File: src/rtl/pulse_stretch_timer.sv
// Retriggerable-queue pulse stretcher: each trig yields HOLD_CYCLES of out high followed by a GAP_CYCLES low gap.
// Optional macro PULSE_RETRIGGER_EN: a trig during HOLD extends the current pulse instead of queueing.
module pulse_stretch_timer #(
  parameter int HOLD_CYCLES = 1000,
  parameter int GAP_CYCLES  = 100,
  parameter int PEND_W      = 3
) (
  input  logic              clk,
  input  logic              reset,
  input  logic              trig,
  input  logic              clear,
  output logic              out,
  output logic              busy,
  output logic [PEND_W-1:0] pending,
  output logic              overflow
);

  localparam int MAX_CYC = (HOLD_CYCLES > GAP_CYCLES) ? HOLD_CYCLES : GAP_CYCLES;
  localparam int TMR_W   = (MAX_CYC > 1) ? $clog2(MAX_CYC) : 1;

  localparam logic [TMR_W-1:0]  HOLD_LOAD = TMR_W'(HOLD_CYCLES - 1);
  localparam logic [TMR_W-1:0]  GAP_LOAD  = TMR_W'(GAP_CYCLES - 1);
  localparam logic [TMR_W-1:0]  TMR_ZERO  = TMR_W'(0);
  localparam logic [TMR_W-1:0]  TMR_ONE   = TMR_W'(1);
  localparam logic [PEND_W-1:0] PEND_ZERO = PEND_W'(0);
  localparam logic [PEND_W-1:0] PEND_ONE  = PEND_W'(1);
  localparam logic [PEND_W-1:0] PEND_MAX  = {PEND_W{1'b1}};

  typedef enum logic [1:0] {
    IDLE = 2'd0,
    HOLD = 2'd1,
    GAP  = 2'd2
  } state_t;

  state_t             state;
  state_t             state_next;
  logic [TMR_W-1:0]   timer;
  logic [TMR_W-1:0]   timer_next;
  logic [PEND_W-1:0]  pending_next;
  logic               overflow_next;
  logic               enqueue;

  // Next-state, timer and queue bookkeeping.
  always_comb begin
    state_next    = state;
    timer_next    = timer;
    pending_next  = pending;
    overflow_next = overflow;
    enqueue       = 1'b0;

    case (state)
      IDLE: begin
        if (trig) begin
          state_next = HOLD;
          timer_next = HOLD_LOAD;
        end else begin
          timer_next = TMR_ZERO;
        end
      end
      HOLD: begin
`ifdef PULSE_RETRIGGER_EN
        if (trig) begin
          timer_next = HOLD_LOAD;
        end else if (timer == TMR_ZERO) begin
          state_next = GAP;
          timer_next = GAP_LOAD;
        end else begin
          timer_next = timer - TMR_ONE;
        end
`else
        if (timer == TMR_ZERO) begin
          state_next = GAP;
          timer_next = GAP_LOAD;
        end else begin
          timer_next = timer - TMR_ONE;
        end
        enqueue = trig;
`endif
      end
      GAP: begin
        if (timer == TMR_ZERO) begin
          // A trig arriving on the dequeue edge is consumed directly (net zero on pending).
          if (trig || (pending != PEND_ZERO)) begin
            state_next = HOLD;
            timer_next = HOLD_LOAD;
            if (!trig) begin
              pending_next = pending - PEND_ONE;
            end else begin
              pending_next = pending;
            end
          end else begin
            state_next = IDLE;
            timer_next = TMR_ZERO;
          end
        end else begin
          timer_next = timer - TMR_ONE;
          enqueue    = trig;
        end
      end
      default: begin
        state_next = IDLE;
        timer_next = TMR_ZERO;
      end
    endcase

    if (enqueue) begin
      if (pending == PEND_MAX) begin
        overflow_next = 1'b1;
      end else begin
        pending_next = pending + PEND_ONE;
      end
    end else begin
      overflow_next = overflow_next;
    end

    if (clear) begin
      state_next    = IDLE;
      timer_next    = TMR_ZERO;
      pending_next  = PEND_ZERO;
      overflow_next = 1'b0;
    end else begin
      state_next = state_next;
    end
  end

  // State, counters and registered outputs.
  always_ff @(posedge clk or posedge reset) begin
    if (reset) begin
      state    <= IDLE;
      timer    <= TMR_ZERO;
      pending  <= PEND_ZERO;
      overflow <= 1'b0;
      out      <= 1'b0;
      busy     <= 1'b0;
    end else begin
      state    <= state_next;
      timer    <= timer_next;
      pending  <= pending_next;
      overflow <= overflow_next;
      out      <= (state_next == HOLD);
      busy     <= (state_next != IDLE);
    end
  end

endmodule

File: config.mk
export PLATFORM = sky130hd
export DESIGN_NAME = pulse_stretch_timer
export DESIGN_NICKNAME = d
export VERILOG_FILES = /design/src/rtl/pulse_stretch_timer.sv
export SDC_FILE = /design/constraint.sdc
export NUM_CORES = 1
export LEC_CHECK = 0
export CORE_ASPECT_RATIO = 1.5
export CORE_MARGIN = 2
export CORE_UTILIZATION = 30
export CTS_CLUSTER_DIAMETER = 40
export DETAILED_ROUTE_END_ITERATION = 6
export PLACE_DENSITY = 0.57
export SLEW_MARGIN = 5
export SYNTH_ARGS = -nofsm -noshare
export SYNTH_HDL_FRONTEND = slang
export SYNTH_SLANG_ARGS = --single-unit
File: constraint.sdc
create_clock -name clk -period 2.1 [get_ports clk]
set_input_delay 0.42 -clock clk [delete_from_list [all_inputs] [get_ports clk]]
set_output_delay 0.42 -clock clk [all_outputs]
set_load 0.01 [all_outputs]
==> flow_summary.toml <==
[cells_and_area]
post-route-util = 0.380
design_area_um2 = 1490
layout-drive-gt1-share = 0.194
area_growth_pct = 22.9
nets = 158
multiInputGateArea_um2 = 721
nFillCells = 409
regArea_um2 = 450
final_cells = 189
n_antenna_cell = 0

[yosys]
synth_area_um2 = 1210
synth.distinct_cells = 44
synth_nets = 136
synth_cells = 123
ys.flop_type = "dfrtp_1"
async_reset_ff_frac = 1.00
synth_edf_count = 0
seq_area_frac_synth = 0.371
syn_avg_cell_area_um2 = 9.88
ys_seq_elements = 18
ys_warn_count = 0

[worst_hold_path]
hold_path.class = "register to register"
hold_end = "overflow$_DFFE_PP0P_"
whs_path_depth = 2
hp-start = "overflow$_DFFE_PP0P_"

[worst_setup_path]
reg2reg_from = "timer[4]$_DFF_PP0_"
crit_type = "register to register"
worstPathRequired_ns = 2.27
slowest_stage = "nor4_4"
arrival_ns = 2.13
r2r_slack_ns = 0.13
reg2regPathDepth = 5
endpoint_kind = "register"
cp-startpoint = "timer[4]$_DFF_PP0_"
crit_chain = "nor4_4 > and3_1 > a32oi_1 > buf_4 > a221oi_2"
critPathMaxFanout = 8
r2r_end = "timer[9]$_DFF_PP0_"
critPathMaxStageDelay_ns = 0.53
startpoint_type = "register"

[floorplan]
core_um2 = 3920
dieHeight_um = 81.9
pin_count = 10
dieArea_um2 = 4590
rows = 28
die_x_um = 56.0
initial_core_util = 0.310

[sta]
min_period_ns = 1.97
holdWs_ns = 0.529
slew_viol_final = 0
max_slew.worst_pin.slew_ns = 0.726
skew_ns = 0.00181
maxClockFrequency_ghz = 0.509
hold_viol_final = 0
slew_headroom = 0.515
rsz0062_at_grt = "no"
min_period_over_period = 0.936
setup_slack_ns = 0.135
setup_viol = 0

[placement]
dp_hpwl_mm = 2.23
io_buffers = 9
dp_cells = 185
dp_slack_ns = 0.0165
placed_area_um2 = 1430
gp_congestion = 0.833

[global_route]
grt_remaining_overflow = 0
grt_pass1_vias = 1115
grt_max_degree = 19
grt_pass1_wl_mm = 4.85
grt_usage = 0.135
antenna_found_initial = 0

[routing]
wl_mm = 2.83
drtIter0Drc = 24
vias_per_cell = 5.37
wire_per_inst_um = 15.0
first_pass_iters = 4
vias = 1015
ant_nets = 0
remaining_drc_errors = 0

[status]
status = "completed"

[clock_tree]
cts.sinks = 18
h-tree-depth = 1
clkTransAtPathRegs_ns = 0.07
cts_buffers = 3
cts_tree = "built"
cts.path.max_buffers = 2
postCtsHoldBufs = 0
clkLatencyLatePin_ns = 0.26
post_cts_buffers = 0
root_buffer = "clkbuf_8"

[pwr]
p_leak_nw = 0.656
cellPowerDensity_nw_per_um2 = 762
ir_worst_vdd_uv = 502

[job]
cap_violations = 0
cell usage in the layout, fill, tap and decap left out, types with 5 or more instances in the layout:
master,n
a21oi_1,11
buf_4,11
clkdlybuf4s50_1,9
dfrtp_1,18
ha_1,9
inv_1,10
nor2_1,7
nor3_1,5
state kept, by name, indices dropped and copies added, names as in the netlist:
name	cells
timer	10
state	2
busy	1
out	1
overflow	1
pending	3
per-stage QoR:
step	total power (W)	TNS, ns
finish	0.00114	0
floorplan	0.000712	0
global placement	0.000853	-0.0188
CTS	0.00115	0
detailed placement	0.000855	0
global route	0.00121	0
cells in the mapped netlist, drive strengths merged (3+ instances only):
master	number	area, um^2
or2	3	18.8
nor3	6	41.3
o31ai	3	27.5
o21ai	5	25.0
dfrtp	18	450
nor2	7	26.3
ha	9	113
a31oi	3	18.8
a221o	3	30.0
xnor2	4	35.0
nor4	3	48.8
nand2	4	15.0
inv	10	37.5
a21oi	11	55.1
or3	4	25.0
power breakdown:
group          total (W)  internal (W)  leakage [nW]  switching [W]
Combinational   0.000419      0.000195         0.387       0.000224
Sequential      0.000430      0.000382         0.241      0.0000485
Clock           0.000288      0.000167        0.0288       0.000121
Total            0.00114      0.000744         0.656       0.000394
layer usage:
layer / vias to the layer above / GRT usage / share of wire
li1: 499 / - / -
met1: 495 / 0.130 / 0.40
met2: 17 / 0.280 / 0.57
met3: 4 / 0.0142 / 0.014
met4: 0 / 0.0643 / 0.018
met5: - / 0 / 0
kinds of logic after synthesis:
kind of cell	share of synthesized area
adder cells (fa/ha/maj)	0.0927
AND/OR/NAND/NOR	0.216
flip-flops	0.371
multiplexers	0.0350
AO/OA/AOI/OAI	0.208
XOR/XNOR	0.0360
buffers and inverters	0.0412
critical path, delay by kind of cell (launching register included):
| family | cells | cell delay [ns] |
|---|---|---|
| buf+inv | 1 | 0.19 |
| simple gates | 2 | 0.86 |
| flops | 1 | 0.45 |
| compound gates | 2 | 0.37 |
final cells by class:
cell class / instances / share of cell area
Sequential cell: 18 / 0.302
Multi-Input combinational cell: 92 / 0.483
Tap cell: 45 / 0.0377
Clock buffer: 4 / 0.0369
Timing Repair Buffer: 20 / 0.116
Inverter: 10 / 0.0251
worst max-delay path by stage:
| stage | end | slack [ns] | depth (start not counted) |
|---|---|---|---|
| after floorplan | timer[6]$_DFF_PP0_ | 0.16 | 6 |
| after global placement | pending[0]$_DFF_PP0_ | -0.02 | 5 |
| after detailed placement | busy$_DFF_PP0_ | 0.02 | 5 |
| after CTS | timer[9]$_DFF_PP0_ | 0.11 | 5 |
| after global routing | timer[0]$_DFF_PP0_ | 0.001 | 7 |
| final | timer[9]$_DFF_PP0_ | 0.13 | 5 |
timing repair:
| action | CTS | global route |
|---|---|---|
| gates resized for setup | 0 | 1 |
| hold endpoints to repair | 0 | 0 |
| endpoints found under the setup margin | 0 | 1 |
(Power assumes the default switching activity.)
